$ cat config.mk
export PLATFORM = sky130hd
export DESIGN_NAME = mdu_seq
export DESIGN_NICKNAME = d
export VERILOG_FILES = /design/src/rtl/mdu_seq.sv
export SDC_FILE = /design/constraint.sdc
export NUM_CORES = 1
export LEC_CHECK = 0
export BUFFER_PORTS_ARGS = -buffer_cell sky130_fd_sc_hd__buf_2
export CAP_MARGIN = 20
export CORE_ASPECT_RATIO = 2
export CORE_MARGIN = 3
export CORE_UTILIZATION = 53
export DETAILED_ROUTE_END_ITERATION = 16
export PLACE_DENSITY = 0.72
export SYNTH_ARGS = -nofsm -noshare
export SYNTH_HDL_FRONTEND = slang
export SYNTH_SLANG_ARGS = --single-unit
$ cat constraint.sdc
create_clock -name clk -period 5.59 [get_ports clk]
set_input_delay 1.118 -clock clk [delete_from_list [all_inputs] [get_ports clk]]
set_output_delay 1.118 -clock clk [all_outputs]
set_load 0.05 [all_outputs]
$ cat src/rtl/mdu_seq.sv
// mdu_seq: iterative HI/LO multiply/divide unit (radix-2 shift-add multiply, restoring divide).
// Rev 1.0 -- initial release.
`default_nettype none

module mdu_seq #(
    parameter int WIDTH = 32
) (
    input  logic             clk,
    input  logic             rst,
    input  logic             start,
    input  logic [2:0]       op,
    input  logic [WIDTH-1:0] a,
    input  logic [WIDTH-1:0] b,
    input  logic             cancel,
    output logic             busy,
    output logic             done,
    output logic [WIDTH-1:0] hi,
    output logic [WIDTH-1:0] lo
);

    localparam int CW = (WIDTH > 1) ? $clog2(WIDTH) : 1;
    localparam logic [CW-1:0] CNT_INIT = CW'(WIDTH - 1);

    typedef enum logic [1:0] {
        S_IDLE = 2'd0,
        S_RUN  = 2'd1,
        S_FIX  = 2'd2
    } state_t;

    state_t           state_q, state_d;
    logic [CW-1:0]    cnt_q, cnt_d;
    logic [WIDTH-1:0] acc_q, acc_d;     // product high half / partial remainder
    logic [WIDTH-1:0] sh_q, sh_d;       // multiplier -> product low half / dividend -> quotient
    logic [WIDTH-1:0] opd_q, opd_d;     // multiplicand magnitude / divisor magnitude
    logic [WIDTH-1:0] araw_q, araw_d;
    logic [WIDTH-1:0] hi_q, hi_d, lo_q, lo_d;
    logic             is_div_q, is_div_d;
    logic             neg_res_q, neg_res_d;
    logic             neg_rem_q, neg_rem_d;
    logic             dz_q, dz_d;
    logic             busy_q, done_q, done_d;

    logic             w_signed;
    logic [WIDTH-1:0] w_a_mag, w_b_mag;
    logic [WIDTH:0]   w_mul_sum;
    logic             w_div_ge;
    logic [WIDTH-1:0] w_div_diff;
    logic [2*WIDTH-1:0] w_prod, w_prod_fix;
    logic [WIDTH-1:0] w_quo_fix, w_rem_fix;

    assign w_signed = ~op[0];
    assign w_a_mag  = (w_signed && a[WIDTH-1]) ? -a : a;
    assign w_b_mag  = (w_signed && b[WIDTH-1]) ? -b : b;

    assign w_mul_sum  = {1'b0, acc_q} + {1'b0, (sh_q[0] ? opd_q : '0)};
    // Restoring step: the shifted remainder never exceeds 2*divisor, so the
    // modular W-bit difference is exact whenever the trial subtraction succeeds.
    assign w_div_ge   = ({acc_q, sh_q[WIDTH-1]} >= {1'b0, opd_q});
    assign w_div_diff = {acc_q[WIDTH-2:0], sh_q[WIDTH-1]} - opd_q;

    assign w_prod     = {acc_q, sh_q};
    assign w_prod_fix = neg_res_q ? -w_prod : w_prod;
    assign w_quo_fix  = neg_res_q ? -sh_q : sh_q;
    assign w_rem_fix  = neg_rem_q ? -acc_q : acc_q;

    always_comb begin
        state_d   = state_q;
        cnt_d     = cnt_q;
        acc_d     = acc_q;
        sh_d      = sh_q;
        opd_d     = opd_q;
        araw_d    = araw_q;
        hi_d      = hi_q;
        lo_d      = lo_q;
        is_div_d  = is_div_q;
        neg_res_d = neg_res_q;
        neg_rem_d = neg_rem_q;
        dz_d      = dz_q;
        done_d    = 1'b0;
        case (state_q)
            S_IDLE: begin
                if (start && !cancel) begin
                    if (!op[2]) begin
                        state_d   = S_RUN;
                        cnt_d     = CNT_INIT;
                        is_div_d  = op[1];
                        acc_d     = '0;
                        sh_d      = op[1] ? w_a_mag : w_b_mag;
                        opd_d     = op[1] ? w_b_mag : w_a_mag;
                        araw_d    = a;
                        neg_res_d = w_signed && (a[WIDTH-1] ^ b[WIDTH-1]);
                        neg_rem_d = w_signed && a[WIDTH-1];
                        dz_d      = op[1] && (b == '0);
                    end else if (!op[1]) begin
                        if (op[0]) lo_d = a;
                        else       hi_d = a;
                    end
                end
            end
            S_RUN: begin
                if (cancel) begin
                    state_d = S_IDLE;
                end else begin
                    if (is_div_q) begin
                        acc_d = w_div_ge ? w_div_diff : {acc_q[WIDTH-2:0], sh_q[WIDTH-1]};
                        sh_d  = {sh_q[WIDTH-2:0], w_div_ge};
                    end else begin
                        acc_d = w_mul_sum[WIDTH:1];
                        sh_d  = {w_mul_sum[0], sh_q[WIDTH-1:1]};
                    end
                    if (cnt_q == '0) state_d = S_FIX;
                    else             cnt_d   = cnt_q - 1'b1;
                end
            end
            S_FIX: begin
                state_d = S_IDLE;
                if (!cancel) begin
                    done_d = 1'b1;
                    if (!is_div_q) begin
                        hi_d = w_prod_fix[2*WIDTH-1:WIDTH];
                        lo_d = w_prod_fix[WIDTH-1:0];
                    end else if (dz_q) begin
                        hi_d = araw_q;
                        lo_d = '1;
                    end else begin
                        hi_d = w_rem_fix;
                        lo_d = w_quo_fix;
                    end
                end
            end
            default: state_d = S_IDLE;
        endcase
    end

    always_ff @(posedge clk) begin
        if (rst) begin
            state_q   <= S_IDLE;
            cnt_q     <= '0;
            acc_q     <= '0;
            sh_q      <= '0;
            opd_q     <= '0;
            araw_q    <= '0;
            hi_q      <= '0;
            lo_q      <= '0;
            is_div_q  <= 1'b0;
            neg_res_q <= 1'b0;
            neg_rem_q <= 1'b0;
            dz_q      <= 1'b0;
            busy_q    <= 1'b0;
            done_q    <= 1'b0;
        end else begin
            state_q   <= state_d;
            cnt_q     <= cnt_d;
            acc_q     <= acc_d;
            sh_q      <= sh_d;
            opd_q     <= opd_d;
            araw_q    <= araw_d;
            hi_q      <= hi_d;
            lo_q      <= lo_d;
            is_div_q  <= is_div_d;
            neg_res_q <= neg_res_d;
            neg_rem_q <= neg_rem_d;
            dz_q      <= dz_d;
            busy_q    <= (state_d != S_IDLE);
            done_q    <= done_d;
        end
    end

    assign busy = busy_q;
    assign done = done_q;
    assign hi   = hi_q;
    assign lo   = lo_q;

endmodule

`default_nettype wire

==> results of run 1 <==
registers in the layout, indices dropped and copies added, names as in the netlist:
register / flops
state_q: 2
lo: 32
opd_q: 32
acc_q: 32
neg_rem_q: 1
busy: 1
hi: 32
sh_q: 32
neg_res_q: 1
is_div_q: 1
cnt_q: 5
dz_q: 1
done: 1
araw_q: 32
path summary, 6_finish.rpt:
path | slack [ps] | endpoint | cells after the start
worst max register to register | 1480 | acc_q[15] | 10
worst max-delay path | 1480 | acc_q[15] | 10
worst min register to register | 450 | lo[18] | 2
worst min-delay path | 450 | lo[18] | 2
Yosys cell counts (21+ instances only):
cell	n
nand2_1	288
a21oi_1	254
nor2_1	235
dfxtp_1	205
clkbuf_1	170
o21ai_0	147
xnor2_1	126
xor2_1	74
ha_1	69
mux2i_1	69
inv_1	65
o211ai_1	58
nor3_1	47
o221ai_1	41
a211oi_1	38
a21o_1	34
o31ai_1	31
nand3_1	26
or3_1	21
routing by layer:
layer,global-route usage,up-vias,share of wire
li1,-,8276,-
met5,0,-,0
met3,0.0532,376,0.071
met1,0.396,8564,0.33
met4,0.334,0,0.11
met2,0.700,995,0.49
area by class of cell:
type                       count  area, um^2
multi-input combinational   1852       11700
sequential                   205        4110
clock buffer                  30         632
fill                        3106       12800
clock inverter                 8        96.3
timing repair buffer         166         916
inverter                      65         244
tap                          418         523
tightest hold or removal path, delay by kind of cell (launching register included):
| kind | cells | cell delay, ps |
|---|---|---|
| flops | 1 | 310 |
| simple gates | 1 | 50 |
| compound gates | 1 | 50 |
cell families (layout without fill, tap and decap cells):
kind of cell | count (synthesis) | in the layout | synth area share
AO/OA/AOI/OAI | 755 | 755 | 0.289
AND/OR/NAND/NOR | 755 | 755 | 0.204
buffers and inverters | 263 | 269 | 0.0608
flip-flops | 205 | 205 | 0.245
XOR/XNOR | 200 | 200 | 0.105
adder cells (fa/ha/maj) | 71 | 71 | 0.0539
multiplexers | 71 | 71 | 0.0426
metrics by stage:
| stage | utilization | setup slack, ps | hold slack, ps |
|---|---|---|---|
| finish | 0.587 | 1480 | 452 |
| global route | 0.587 | 1230 | 466 |
| CTS | 0.587 | 1590 | 451 |
| detailed placement | 0.564 | 1390 | 443 |
| global placement | 0.563 | 1440 | 436 |
| floorplan | - | 2010 | 423 |
power by group through the flow:
| stage | logic [mW] | clock network [mW] | registers [mW] |
|---|---|---|---|
| 2_1_floorplan | 0.635 | 0 | 1.63 |
| 3_5_place_dp | 0.979 | 0 | 1.61 |
| 4_1_cts | 0.986 | 1.54 | 1.57 |
| 5_1_grt | 1.08 | 1.59 | 1.58 |
| 6_report | 1.02 | 1.53 | 1.58 |
| 3_3_place_gp | 0.970 | 0 | 1.60 |
==> results.py, run 1 <==
metrics = {
    "status": {
        "status": "complete, no violations",
    },
    "synthesis": {
        "synth.net_count": 2462,
        "synthCells": 2320,
        "netlist.top_cell.by_area": "dfxtp_1",
        "postSynthAreaPerCell_um2": 7.22,
        "synth_cell_types": 78,
        "ys_seq_area_frac": 0.245,
        "ys_warn_count": 0,
        "synth.top_cell.area_share": 0.245,
        "ys_ff_latch": 205,
        "netlist_area_um2": 16800,
        "synth_flop_cell": "dfxtp_1",
        "synth_edf_count": 0,
        "postSynth.asyncResetShare": 0,
        "netlist_top_cells_area": "dfxtp_1, a21oi_1, xnor2_1, nand2_1, nor2_1",
    },
    "power_and_ir_drop": {
        "ir_drop_uv": 248,
        "p_comb_frac": 0.247,
        "power_leakage_nw": 7.20,
        "power.internal_mw": 2.72,
        "power_frac_seq": 0.382,
        "power.net_switching_mw": 1.40,
        "swShare": 0.340,
        "share_clk_of_total_power": 0.370,
        "p_total_mw": 4.12,
        "power_density_nw_per_um2": 227,
    },
    "placement": {
        "dpl_cell_area_um2": 17500,
        "post-place-cells": 2706,
        "gp_congestion": 1.00,
        "dpl.hpwl_um": 51500,
        "port_buffers": 136,
    },
    "route": {
        "vias": 18200,
        "ant_nets": 0,
        "drt-total-wl_um": 68900,
        "routed_via_density": 6.64,
        "drc": 0,
        "wire_per_inst_um": 25.1,
        "drt-pass1-iter-count": 6,
        "drt_iter0_markers": 1443,
    },
    "cts": {
        "cts-resized-gates": 0,
        "clk_latency_ps": 540,
        "clock_sinks": 205,
        "cts_root_buf": "clkbuf_16",
        "cts_tree": "built",
        "cts-buffers-inserted": 22,
        "clockBufferDepth": 3,
        "post_cts_buffers": 0,
        "holdBufCountCts": 0,
        "htree_num_levels": 1,
        "clkSlewWorstSetupHoldPaths_ps": 70,
    },
    "finish": {
        "fin_area_um2": 18200,
        "fin_nets": 2454,
        "antenna_cells": 0,
        "final_cell_mix": "nand2_1, a21oi_1, nor2_1, dfxtp_1, o21ai_0",
        "drive_gt1_frac": 0.103,
        "final_common_cell": "nand2_1",
        "stdcell_count": 2744,
        "area_growth_pct": 8.54,
    },
    "sta": {
        "fin_skew_ps": 22.5,
        "max_freq_mhz": 243,
        "drv_slew": 0,
        "max-slew-margin-rel": 0.194,
        "fin_crit_sh": 0.735,
        "finalSetupViolations": 0,
        "rsz0062_at_grt": "no",
        "worst_pin_slew_ps": 1210,
        "tns_ps": 0,
        "final_hold_viol_count": 0,
        "final.min_clock_period_ps": 4110,
    },
    "critical_path": {
        "critPathLaunch": "acc_q[24]",
        "critPathTopFamily": "compound AO/OA/AOI/OAI gates",
        "slowest_delay_ps": 700,
        "timing.rr.start": "acc_q[24]",
        "endpoint_kind": "flip-flop",
        "path_max_fanout": 25,
        "path_buf_inv": 0,
        "cp.required_ps": 6000,
        "cp.arrival_ps": 4520,
        "crit_slowest_cell": "o21ai_0",
        "crit_chain": "ha_1 > and2_1 > nand3_1 > nor2_1 > nand3b_1 > o21ai_0 > nand2_2 > a2111oi_0 > a2111oi_0 > a221o_1",
        "cpMostUsedCell": "a2111oi_0",
        "criticalPathCategory": "reg2reg",
        "cp-start-kind": "flip-flop",
    },
    "worst_hold_path": {
        "holdCritPathClass": "reg2reg",
        "min_from": "lo[18]",
    },
    "floorplanning": {
        "rows": 91,
        "initial_utilization": 0.541,
        "die_h_um": 257,
        "ios": 137,
        "die_w_um": 132,
        "die_area_um2": 33900,
        "design.core.area_um2": 31000,
    },
    "global_route": {
        "grt_max_degree": 81,
        "grt_usage": 0.391,
        "overflow": 0,
        "grt_pass1_vias": 18000,
        "grt_pass1_wl_um": 104000,
        "antenna_found_initial": 0,
    },
    "flow_run": {
        "drv_cap": 0,
    },
}
No activity file was read; power rests on OpenSTA's default activity.
==> run 2: changes to the inputs <==
==> constraint.sdc (replaced) <==
create_clock -name clk -period 3.9 [get_ports clk]
set_input_delay 0.78 -clock clk [delete_from_list [all_inputs] [get_ports clk]]
set_output_delay 0.78 -clock clk [all_outputs]
set_load 0.05 [all_outputs]
==> run 2 against run 1 <==
Compared with the run above:
- highest routed layer unchanged
- sequential power rose by 42%
- power rose by 48%
- first-iteration DRC count rose by 9.5%
- global-route usage fell by 0.34 points
- maximum frequency rose by 12%
- routed wire length fell by 0.26%
- hold slack got worse by 2.5 ps
- sequential cell count did not move
- design area rose by 2.8%
- largest cell class unchanged
==> results.py, run 2 (same netlist as run 1, synthesis figures left out) <==
metrics = {
    "route": {
        "wire_per_inst_um": 24.5,
        "ant_nets": 0,
        "drc": 0,
        "drt-total-wl_um": 68700,
        "vias": 18200,
        "drt_iter0_markers": 1580,
        "routed_via_density": 6.51,
        "drt-pass1-iter-count": 6,
    },
    "global_route": {
        "overflow": 0,
        "grt_usage": 0.388,
        "grt_pass1_wl_um": 103000,
        "antenna_found_initial": 0,
        "grt_pass1_vias": 18000,
        "grt_max_degree": 165,
    },
    "cts": {
        "cts_tree": "built",
        "holdBufCountCts": 0,
        "clk_latency_ps": 540,
        "cts_root_buf": "clkbuf_16",
        "htree_num_levels": 1,
        "clkSlewWorstSetupHoldPaths_ps": 70,
        "clock_sinks": 205,
        "cts-buffers-inserted": 22,
        "clockBufferDepth": 3,
    },
    "floorplanning": {
        "die_h_um": 257,
        "rows": 91,
        "die_w_um": 132,
        "design.core.area_um2": 31000,
        "ios": 137,
        "initial_utilization": 0.541,
        "die_area_um2": 33900,
    },
    "power_and_ir_drop": {
        "power_density_nw_per_um2": 326,
        "ir_drop_uv": 408,
        "power_leakage_nw": 7.52,
    },
    "finish": {
        "final.fill_count": 3001,
        "fin_util": 0.604,
        "final_common_cell": "nand2_1",
        "fin_nets": 2508,
        "seq_area_um2": 4110,
        "stdcell_count": 2800,
        "multi_input_area_um2": 11700,
        "antenna_cells": 0,
        "final_cell_mix": "nand2_1, a21oi_1, nor2_1, dfxtp_1, o21ai_0",
        "area_growth_pct": 11.6,
        "drive_gt1_frac": 0.126,
    },
    "worst_hold_path": {
        "hold_end": "lo[13]",
        "holdCritPathClass": "reg2reg",
        "holdPathStages": 2,
        "min_from": "lo[13]",
    },
    "placement": {
        "gp_congestion": 1.03,
        "place_ws_ps": 131,
        "dpl.hpwl_um": 52500,
        "port_buffers": 136,
        "post-place-cells": 2760,
    },
    "critical_path": {
        "crit_slowest_cell": "or4_4",
        "cp.required_ps": 4280,
        "timing.rr.start": "sh_q[7]",
        "path_max_fanout": 9,
        "endpoint_kind": "flip-flop",
        "slowest_delay_ps": 640,
        "cp.arrival_ps": 4060,
        "crit_chain": "or4_1 > nand4bb_1 > or4_4 > or4_4 > o21ai_0 > xnor2_1 > o21ai_0 > a211oi_1",
        "criticalPathCategory": "reg2reg",
        "regToRegSetupSlack_ps": 230,
        "r2r_end": "hi[17]",
        "reg2reg_depth": 8,
        "cp-start-kind": "flip-flop",
    },
    "sta": {
        "worst_pin_slew_ps": 936,
        "worst_slack_ps": 226,
        "rsz0062_at_grt": "no",
        "final.min_clock_period_ps": 3670,
        "finalSetupViolations": 0,
        "tns_ps": 0,
        "max-slew-margin-rel": 0.376,
        "fin_skew_ps": 26.9,
        "drv_slew": 0,
        "max_freq_mhz": 272,
        "fin_crit_sh": 0.942,
        "final_hold_viol_count": 0,
    },
    "status": {
        "status": "complete, no violations",
    },
    "flow_run": {
        "drv_cap": 0,
    },
}
==> run 2: changes by cell type in the layout (fill, tap and decap cells not counted), sizes merged <==
| cell | previous run | this run |
|---|---|---|
| bufinv | 2 | 3 |
| clkinvlp | 2 | 3 |
| clkinv | 3 | 5 |
| clkbuf | 30 | 28 |
| buf | 166 | 220 |
==> run 2: worst max-delay path by stage <==
stage	end	startpoint	cells after the start	slack (ps)
floorplan	acc_q[29]	sh_q[0]	13	390
global placement	acc_q[29]	sh_q[0]	12	210
detailed placement	acc_q[29]	sh_q[0]	12	130
CTS	acc_q[29]	sh_q[0]	12	130
global route	acc_q[29]	sh_q[0]	14	60
finish	hi[17]	sh_q[7]	8	230
==> run 2: layer usage <==
metal,wire length (um),track usage,part of all wire,up-vias
met3,3970,0.0385,0.058,322
met2,35500,0.726,0.52,920
met1,22500,0.381,0.33,8576
met5,0,0,0,-
li1,-,-,-,8397
met4,6770,0.315,0.099,0
==> run 2: power breakdown <==
part | switching (mW) | internal [mW]
Combinational | 1.00 | 0.506
Clock | 0.983 | 1.36
Sequential | 0.0850 | 2.17
Total | 2.07 | 4.03
==> run 2: per-stage QoR <==
step                      instance area (um^2)  power (mW)  hold slack [ps]
after detailed placement                 17900        3.75              441
after CTS                                18700        6.07              450
after global placement                   17900        3.74              439
final                                    18700        6.10              450
after global routing                     18700        6.28              475
after floorplan                          16800        3.24              423
==> run 2: repair_timing <==
| action | 4_1_cts | 5_1_grt |
|---|---|---|
| setup endpoints to repair | 0 | 3 |
| buffers inserted | 0 | 0 |
| resized for setup | 0 | 3 |
| hold endpoints to repair | 0 | 0 |
==> run 2: area by class of cell <==
class	count	share of cell area
tap	418	0.0280
clock buffer	28	0.0339
timing repair buffer	220	0.0729
inverter	65	0.0130
clock inverter	12	0.00810
sequential	205	0.220
multi-input combinational	1852	0.624
==> run 2: critical path: cells and delay by family (launching register included) <==
kind             cells  cell delay [ps]
AND/OR/NAND/NOR      4             2260
AO/OA/AOI/OAI        3              820
flip-flops           1              370
XOR/XNOR             1               80
==> run 3: changes to the inputs <==
==> constraint.sdc (replaced) <==
create_clock -name clk -period 3.9 [get_ports clk]
set_input_delay 0.195 -clock clk [delete_from_list [all_inputs] [get_ports clk]]
set_output_delay 0.195 -clock clk [all_outputs]
set_load 0.05 [all_outputs]
==> run 3 against run 2 <==
Compared with the run above:
- sequential power hardly changed
- routed wire length is 0.76% lower
- highest routed layer unchanged
- sequential cell count did not move
- setup slack got worse by 4.9 ps
- utilization up 0.19 points
- non-clock buffer count rose by 10
- critical path depth rose by 5
- largest power group is now registers
- sequential share of layout area shrank 0.076 points
- die area is the same
- power shrank 2.7%
- final cell count grew 0.36%
==> results.py, run 3 (same netlist as run 1, synthesis figures left out) <==
metrics = {
    "status": {
        "status": "complete, no violations",
    },
    "route": {
        "drt-pass1-iter-count": 8,
        "drc": 0,
        "ant_nets": 0,
        "drt_iter0_markers": 1554,
        "wire_per_inst_um": 24.3,
        "drt-total-wl_um": 68200,
        "routed_via_density": 6.44,
        "vias": 18100,
    },
    "finish": {
        "fin_nets": 2517,
        "fin_area_um2": 18800,
        "final.fill_count": 2961,
        "final_common_cell": "nand2_1",
        "area_growth_pct": 11.9,
        "drive_gt1_frac": 0.120,
        "final_cell_mix": "nand2_1, a21oi_1, nor2_1, dfxtp_1, o21ai_0",
    },
    "critical_path": {
        "cp.required_ps": 4340,
        "r2r_end": "acc_q[29]",
        "endpoint_kind": "flip-flop",
        "crit_slowest_cell": "fa_1",
        "slowest_delay_ps": 440,
        "cp-start-kind": "flip-flop",
        "cp.arrival_ps": 4120,
        "reg2reg_depth": 13,
        "timing.rr.start": "sh_q[0]",
        "regToRegSetupSlack_ps": 220,
        "path_max_fanout": 3,
        "criticalPathCategory": "reg2reg",
        "crit_chain": "and2_1 > ha_1 > fa_1 > a211oi_1 > o211ai_1 > and3b_1 > a21o_1 > a211o_1 > a2111oi_2 > buf_4 > a211oi_1 > a211o_1 > a41o_1",
    },
    "global_route": {
        "grt_pass1_vias": 17800,
        "grt_pass1_wl_um": 103000,
        "grt_max_degree": 115,
        "antenna_found_initial": 2,
        "grt_usage": 0.384,
        "overflow": 0,
    },
    "sta": {
        "tns_ps": 0,
        "max-slew-margin-rel": 0.292,
        "rsz0062_at_grt": "no",
        "hold_slack_ps": 19.3,
        "worst_pin_slew_ps": 1060,
        "worst_slack_ps": 221,
        "finalSetupViolations": 0,
        "max_freq_mhz": 272,
        "final.min_clock_period_ps": 3680,
        "drv_slew": 0,
        "final_hold_viol_count": 0,
        "fin_crit_sh": 0.943,
        "fin_skew_ps": 37.6,
    },
    "floorplanning": {
        "design.core.area_um2": 31000,
        "initial_utilization": 0.541,
        "rows": 91,
        "die_area_um2": 33900,
        "die_w_um": 132,
        "ios": 137,
        "die_h_um": 257,
    },
    "cts": {
        "cts_tree": "built",
        "htree_num_levels": 1,
        "clkSlewWorstSetupHoldPaths_ps": 70,
        "cts-buffers-inserted": 21,
        "clockBufferDepth": 3,
        "clock_sinks": 205,
        "cts_root_buf": "clkbuf_16",
        "clk_latency_ps": 550,
        "post_cts_buffers": 0,
    },
    "placement": {
        "gp_congestion": 1.01,
        "place_ws_ps": 86.8,
        "port_buffers": 136,
        "dpl_cell_area_um2": 17800,
        "dpl.hpwl_um": 51700,
    },
    "worst_hold_path": {
        "holdPathStages": 3,
        "min_from": "a[4]",
        "hold_end": "araw_q[4]",
        "holdCritPathClass": "in2reg",
    },
    "power_and_ir_drop": {
        "power_density_nw_per_um2": 316,
        "ir_drop_uv": 340,
        "power_leakage_nw": 7.53,
    },
    "flow_run": {
        "drv_cap": 0,
    },
}
==> run 3: cell count changes in the layout (fill, tap and decap cells not counted), moves of 2 or more <==
cell,change
dlygate4sd3_1,+19
buf_4,-9
clkbuf_16,-2
clkinvlp_4,-2
diode_2,+2
inv_6,+2
==> run 3: layout make-up <==
type	instances	area, um^2	share of cell area
tap	418	523	0.0279
sequential	205	4110	0.219
clock buffer	27	588	0.0314
clock inverter	11	126	0.00674
timing repair buffer	230	1490	0.0792
inverter	65	244	0.0130
multi-input combinational	1852	11700	0.622
antenna	2	5.00	0.000267
==> run 3: per-layer routing <==
metal,GRT usage,up-vias,routed length [um],part of all wire
met5,0,-,0,0
li1,-,8427,-,-
met1,0.376,8442,22200,0.33
met4,0.367,0,8080,0.12
met2,0.685,870,33700,0.49
met3,0.0520,364,4220,0.062
==> run 3: how the worst max path moves through the flow <==
stage / from / endpoint / slack (ps) / depth (start not counted)
global route: sh_q[0] / acc_q[29] / 30 / 13
floorplan: sh_q[0] / acc_q[29] / 390 / 13
global placement: sh_q[0] / acc_q[29] / 50 / 13
CTS: sh_q[0] / acc_q[29] / 80 / 13
finish: sh_q[0] / acc_q[29] / 220 / 13
detailed placement: sh_q[0] / acc_q[29] / 90 / 13
==> run 3: power by group <==
part | leakage, nW | total (mW) | internal [mW] | switching, mW
sequential | 1.67 | 2.25 | 2.17 | 0.0845
combinational | 5.51 | 1.50 | 0.509 | 0.990
clock | 0.351 | 2.18 | 1.21 | 0.968
==> run 3: per-stage QoR <==
step	cells	utilization	total power, mW
CTS	2808	0.605	5.89
global route	2808	0.605	6.11
floorplan	2320	-	3.24
finish	2810	0.606	5.93
detailed placement	2751	0.576	3.73
global placement	2751	0.576	3.72
==> run 3: critical path: cells and delay by family (launching register included) <==
family          cells  cell delay (ps)
flops               1              320
fa+ha+maj           2              660
compound gates      8             2050
buf+inv             1              170
simple gates        2              390
==> run 3: timing repair <==
action / CTS / global route
hold buffers: 19 / 0
endpoints found under the hold margin: 19 / 0
resized for setup: 0 / 3
setup endpoints to repair: 0 / 3
